===== src/rtl/corescore_pll_reset_ctrl.sv =====
// rtl/corescore_pll_reset_ctrl.sv - PLL reset sequencer with lock qualification and relock counter
//
// Purpose:
//   Drives the PLL reset pin from the free-running board clock. It watches the
//   PLL lock indicator and re-arms the PLL when lock never arrives or is lost.
//   The system reset is released only after lock has held for STABLE_CYCLES.
//
// Ports:
//   i_clk          - free-running input clock, all logic on the rising edge
//   i_rst          - synchronous active-high reset
//   i_locked       - PLL LOCKED, asynchronous to i_clk
//   o_pll_rst      - PLL RST, active high, registered
//   o_rst          - qualified system reset, active high, registered
//   o_relock_count - saturating count of relock events

module corescore_pll_reset_ctrl #(
  parameter int RST_CYCLES    = 16,
  parameter int LOCK_TIMEOUT  = 4096,
  parameter int STABLE_CYCLES = 256
) (
  input  logic       i_clk,
  input  logic       i_rst,
  input  logic       i_locked,
  output logic       o_pll_rst,
  output logic       o_rst,
  output logic [7:0] o_relock_count
);

  typedef enum logic [1:0] {
    S_PLL_RST   = 2'd0,
    S_WAIT_LOCK = 2'd1,
    S_STABLE    = 2'd2,
    S_RUN       = 2'd3
  } state_t;

  // Terminal counts are the last cycle spent in a state, hence the -1.
  localparam logic [15:0] RST_LAST     = 16'(RST_CYCLES - 1);
  localparam logic [15:0] TIMEOUT_LAST = 16'(LOCK_TIMEOUT - 1);
  localparam logic [15:0] STABLE_LAST  = 16'(STABLE_CYCLES - 1);

  state_t      state_q, state_d;
  logic [15:0] cnt_q, cnt_d;
  logic [7:0]  relock_q, relock_d;
  logic        pll_rst_q, pll_rst_d;
  logic        rst_q, rst_d;
  logic        sync1_q, sync1_d;
  logic        lock_s_q, lock_s_d;
  logic        relock_inc;

  always_ff @(posedge i_clk) begin
    if (i_rst) begin
      state_q   <= S_PLL_RST;
      cnt_q     <= '0;
      relock_q  <= '0;
      pll_rst_q <= 1'b1;
      rst_q     <= 1'b1;
      sync1_q   <= 1'b0;
      lock_s_q  <= 1'b0;
    end else begin
      state_q   <= state_d;
      cnt_q     <= cnt_d;
      relock_q  <= relock_d;
      pll_rst_q <= pll_rst_d;
      rst_q     <= rst_d;
      sync1_q   <= sync1_d;
      lock_s_q  <= lock_s_d;
    end
  end

  // Two-flop synchronizer; only lock_s_q is used by the state machine.
  always_comb begin
    sync1_d  = i_locked;
    lock_s_d = sync1_q;
  end

  always_comb begin
    state_d    = state_q;
    cnt_d      = cnt_q;
    relock_inc = 1'b0;

    case (state_q)
      S_PLL_RST: begin
        if (cnt_q == RST_LAST) state_d = S_WAIT_LOCK;
        else                   cnt_d   = cnt_q + 16'd1;
      end
      S_WAIT_LOCK: begin
        if (lock_s_q) begin
          state_d = S_STABLE;
        end else if (cnt_q == TIMEOUT_LAST) begin
          state_d    = S_PLL_RST;
          relock_inc = 1'b1;
        end else begin
          cnt_d = cnt_q + 16'd1;
        end
      end
      S_STABLE: begin
        // Lock is checked ahead of the terminal count so a drop on the last
        // qualification cycle still falls back to WAIT_LOCK.
        if (!lock_s_q)                   state_d = S_WAIT_LOCK;
        else if (cnt_q == STABLE_LAST)   state_d = S_RUN;
        else                             cnt_d   = cnt_q + 16'd1;
      end
      S_RUN: begin
        if (!lock_s_q) begin
          state_d    = S_PLL_RST;
          relock_inc = 1'b1;
        end
      end
      default: state_d = S_PLL_RST;
    endcase

    // A single shared counter: every state starts counting from zero.
    if (state_d != state_q) cnt_d = '0;
  end

  // Saturating relock counter; wrapping would hide a persistently bad PLL.
  always_comb begin
    relock_d = relock_q;
    if (relock_inc && (relock_q != 8'hFF)) relock_d = relock_q + 8'd1;
  end

  // Outputs decode the next state so they switch on the same edge as the state.
  always_comb begin
    pll_rst_d = (state_d == S_PLL_RST);
    rst_d     = (state_d != S_RUN);
  end

  assign o_pll_rst      = pll_rst_q;
  assign o_rst          = rst_q;
  assign o_relock_count = relock_q;

endmodule


===== config.mk =====
export PLATFORM = sky130hd
export DESIGN_NAME = corescore_pll_reset_ctrl
export DESIGN_NICKNAME = d
export VERILOG_FILES = /design/src/rtl/corescore_pll_reset_ctrl.sv
export SDC_FILE = /design/constraint.sdc
export NUM_CORES = 1
export LEC_CHECK = 0
export BUFFER_PORTS_ARGS = -buffer_cell sky130_fd_sc_hd__buf_2
export CORE_ASPECT_RATIO = 0.75
export CORE_MARGIN = 3
export CORE_UTILIZATION = 37
export CTS_CLUSTER_DIAMETER = 80
export DETAILED_ROUTE_END_ITERATION = 8
export GPL_TIMING_DRIVEN = 1
export PLACE_DENSITY_LB_ADDON = 0.08
export SLEW_MARGIN = 20
export SYNTH_ARGS = -nofsm -noshare
export SYNTH_HDL_FRONTEND = slang
export SYNTH_SLANG_ARGS = --single-unit

===== constraint.sdc =====
create_clock -name i_clk -period 2.3 [get_ports i_clk]
set_clock_uncertainty 0.2 [all_clocks]
set_input_delay 0.69 -clock i_clk [delete_from_list [all_inputs] [get_ports i_clk]]
set_output_delay 0.69 -clock i_clk [all_outputs]
set_load 0.01 [all_outputs]

Word level (Yosys, flattened, before mapping)
Cells that the tools add are included. Widths: inputs -> output; s select.

Flip-flop bits (word level): 30. Input bits: 3. Output and inout port bits: 10. Word-level logic and storage cells: 46.

$add $sub $neg: 2. Equal/unequal tests: 14. Mux-type cells: 17. Reductions and logical operators: 6.

Operator list (number): $mux 16 (5); $pmux 16 s3 (1); $add 16x1->16 const B (1); $eq 16x12->1 const B (1); $eq 16x4->1 const B (1); $eq 16x8->1 const B (1); $mux 2 (6); $ne 2x2->1 const B (6); $add 8x1->8 const B (1); $ne 8x8->1 const B (1); $pmux 2 s4 (1); $reduce_and 6->1 (1); $eq 2x2->1 const B (2); $logic_not 2->1 (2); $mux 1 (3); $reduce_bool 3->1 (1); $eq 2x1->1 const B (1); $ne 2x2->1 (1); $pmux 1 s2 (1); $reduce_or 2->1 (1); $logic_and 1x1->1 (1).

Logic depth before layout (Yosys ltp)
Depth after elaboration: 6. Gate-level depth with buffers: 9.

Worst setup path after synthesis
OpenSTA, ideal clock, no wires.

Path type: register to register. Start point: reg cnt_q[0]. End point: reg cnt_q[10]. Setup time: 0.070 ns. Arrival: 1.987 ns. Required time: 2.030 ns. Slack: 0.043 ns. Stages on the path, launching flop included: 9. Path through: dfxtp_1 ha_1 and3_1 clkbuf_1 and4_4 o31ai_4 nor2_2 or4_1 a21oi_1.

Word-level cells in the longest chain between the ends: 6. Elaborated cells between the ends (all ways): 22. Classes of those cells: add/sub: 1; eq/ne: 7; mux: 12; reduce/logical: 2.

Ends and longest elaborated chain: start, declared (line 42) `logic [15:0] cnt_q, cnt_d;`; start signal, assigned (line 61) `cnt_q <= cnt_d;`; parallel branches: the longest is 6 deep, another holds $add 16x1->16.

Several ways; the timed one is not identified. The select of a mux whose other input is x is not followed. A chain may end at the register's enable or synchronous reset.

Worst setup path in the final report
Start point: reg cnt_q[0]. End point: reg cnt_q[15].

The elaborated chain is that of the path after synthesis.

==> summary.txt <==
Global route
  • First-pass GRT wire length: 5.35 mm
  • Total track usage: 15.3%
  • Vias in the first global route: 1126
  • Initial antenna violation count: 0
  • Largest net degree at the start of global routing: 14
  • Total congestion overflow: 0

Drt
  • Vias post-DR: 1237
  • WL per Instance: 13.5 um
  • Drt drc: 0
  • DRT iter0 DRCs: 52
  • Via density: 5.24
  • Final wirelength: 3.19 mm
  • TritonRoute pass-1 iters: 4
  • Post-route ant nets: 0

Die
  • # IOs: 13
  • Row count: 18
  • Initial Utilization: between 40% and 50%
  • Core area: 3470 um^2
  • Die area: 4610 um^2
  • Die W: about 77 um
  • Die Ht: ~60 um

Flow run
  • Max-cap violations: 0

Placed design
  • Final RePlAce weighted congestion: 0.811
  • IO Port Bufs: 12
  • DP HPWL: 2.29 mm
  • Placed Area: approximately 1600 um^2

Worst setup path
  • Largest fanout on the critical path: 6
  • Req. time, crit path: 2320 ps
  • Worst setup SP type: flop
  • Worst Reg-to-Reg Cells: 7
  • FF-to-FF Start: cnt_q[0]
  • Crit path kind: reg2reg
  • R2R Setup Slk: 110 ps
  • Nature of the critical path endpoint: flop
  • R2r endpoint: cnt_q[15]
  • Crit path arrival time: 2220 ps

Power and ir drop
  • Worst ir drop on vdd: 0.398 mV
  • Leak: a little under 0.7 nW
  • PwrDens: 685 nW/um^2

Yosys
  • Post-synth top flop: dfxtp_1
  • Distinct cells, synth: 39
  • Post-synth EDFFs: 0
  • Async set or reset register ratio after synthesis: 0%
  • #FFs+latches synth: 30
  • Cells after Synth: 159
  • Sequential fraction of the synthesis area: 42.5%
  • Syn nets: 164
  • Synthesized area per cell: 8.89 um^2
  • Synthesized area: 1410 um^2
  • Warnings, synthesis: 0

Final layout
  • Final Core Density: 51.7%
  • Share of layout cells above drive strength 1: 26.9%
  • Final instance area: between 1500 and 2000 um^2
  • Diode count: 0
  • Layout area overhead: 26.9%
  • Final-stage net count: 190

Worst hold path
  • Hold_sp: lock_s_d
  • Worst hold path type: reg2reg
  • Hold Path Sink: lock_s_q
  • Hold depth: 1

Timing
  • Pins Over Slew Limit: 0
  • Final Hold Fails: 0
  • Post-route setup TNS: 0 ps
  • Final period demand of the worst path: 2190 ps
  • Fmax: 456 MHz
  • Worst Max-Slew Pin Slew: 406 ps
  • Max_slew headroom: 72.8%
  • Final setup fails: 0
  • Fin crit share: between 90% and 100%

Clock tree
  • Clock buffer count from CTS: 5
  • Clock Path Buffers: 2
  • CTS tree: done
  • Clock Latency Late Sink: 280 ps
  • Cts hold-fix bufs: 0
  • Clock root cell: clkbuf_8
  • Clock sink total: 30
  • H-Tree Depth: 2
  • Clock-pin transition on the worst setup and hold timing paths: 70 ps

Outcome
  • Outcome: completed
worst max-delay path by stage:
stage          startpoint         to  slack (ps)  cells past startpoint
2_1_floorplan    cnt_q[0]  cnt_q[10]          40                      8
3_3_place_gp     cnt_q[0]   cnt_q[2]         130                      7
3_5_place_dp     cnt_q[0]  cnt_q[14]          70                      7
4_1_cts          cnt_q[0]  cnt_q[14]          50                      7
5_1_grt          cnt_q[8]  cnt_q[15]         -20                      6
6_report         cnt_q[0]  cnt_q[15]         110                      7
worst max-delay path, cell delays in order, from the launching register on:
cell and delay, ps:
dfxtp_4 360, ha_4 160, and3_4 180, and4_4 160, o31ai_4 310, o211ai_1 220, or3_1 430, a21oi_2 110
logic make-up after synthesis:
logic type,Yosys count,synth area share (%)
AND/OR/NAND/NOR,70,25.9
XOR/XNOR,14,8.67
buffers and inverters,8,3.36
flip-flops,30,42.5
adder cells (fa/ha/maj),2,1.77
AO/OA/AOI/OAI,32,15.7
multiplexers,3,2.12
layout make-up:
type	count	area [um^2]
clock inverters	2	60.1
well taps	50	62.6
inverters	2	7.51
fillers	355	1670
repair buffers	25	158
clock buffers	6	82.6
flip-flops and latches	30	606
multi-input cells	121	818
synthesized netlist by cell type (3+ instances only):
master,count,share of area (%)
nor2_1,22,5.8
nor2b_1,6,2.7
xnor2_1,5,3.1
mux2i_1,3,2.1
nand4_1,7,3.1
o21ai_0,10,3.5
xor2_1,9,5.6
nand3_1,4,1.4
nor4_1,3,1.3
nand2_1,10,2.7
or3_1,3,1.3
dfxtp_1,30,42
and3_1,3,1.3
a21oi_1,8,2.8
power breakdown:
group	internal [mW]	switching, mW	total, mW
registers	0.526	0.00687	0.533
logic	0.0138	0.0167	0.0305
clock network	0.462	0.204	0.666
registers in the layout, summed over array words and instances, names as in the netlist:
signal / count
cnt_q: 16
o_relock_count: 8
state_q: 2
lock_s_d: 1
lock_s_q: 1
o_pll_rst: 1
o_rst: 1
cell usage in the layout, fill, tap and decap left out, types with 3 or more instances in the layout:
cell type / n
buf_2: 12
clkbuf_8: 6
xor2_1: 9
xnor2_1: 5
o21ai_0: 9
mux2i_1: 3
a21oi_1: 6
nand4_1: 7
dfxtp_1: 28
buf_4: 13
nand3_1: 3
nor2b_1: 6
nor2_1: 22
or3_1: 3
nand2_1: 10
what timing repair did:
action | 4_1_cts | 5_1_grt
gates resized for setup | 0 | 15
buffers inserted | 0 | 2
setup endpoints to repair | 0 | 8
metal layers:
layer / share of wire (%) / vias up / routed length [um] / global-route usage (%)
li1: - / 625 / - / -
met1: 52 / 586 / 1650 / 20.8
met2: 42 / 22 / 1340 / 20.8
met3: 5.2 / 4 / 165 / 4.86
met4: 1.2 / 0 / 39 / 9.64
met5: 0 / - / 0 / 0
metrics by stage:
step	hold slack (ps)	instances	setup WS [ps]	total power, mW
5_1_grt	283	236	-15.3	1.26
3_5_place_dp	240	226	74.4	0.570
2_1_floorplan	214	159	43.2	0.559
6_report	249	236	107	1.23
3_3_place_gp	227	226	134	0.569
4_1_cts	256	234	51.3	1.23
(Power assumes the default switching activity.)
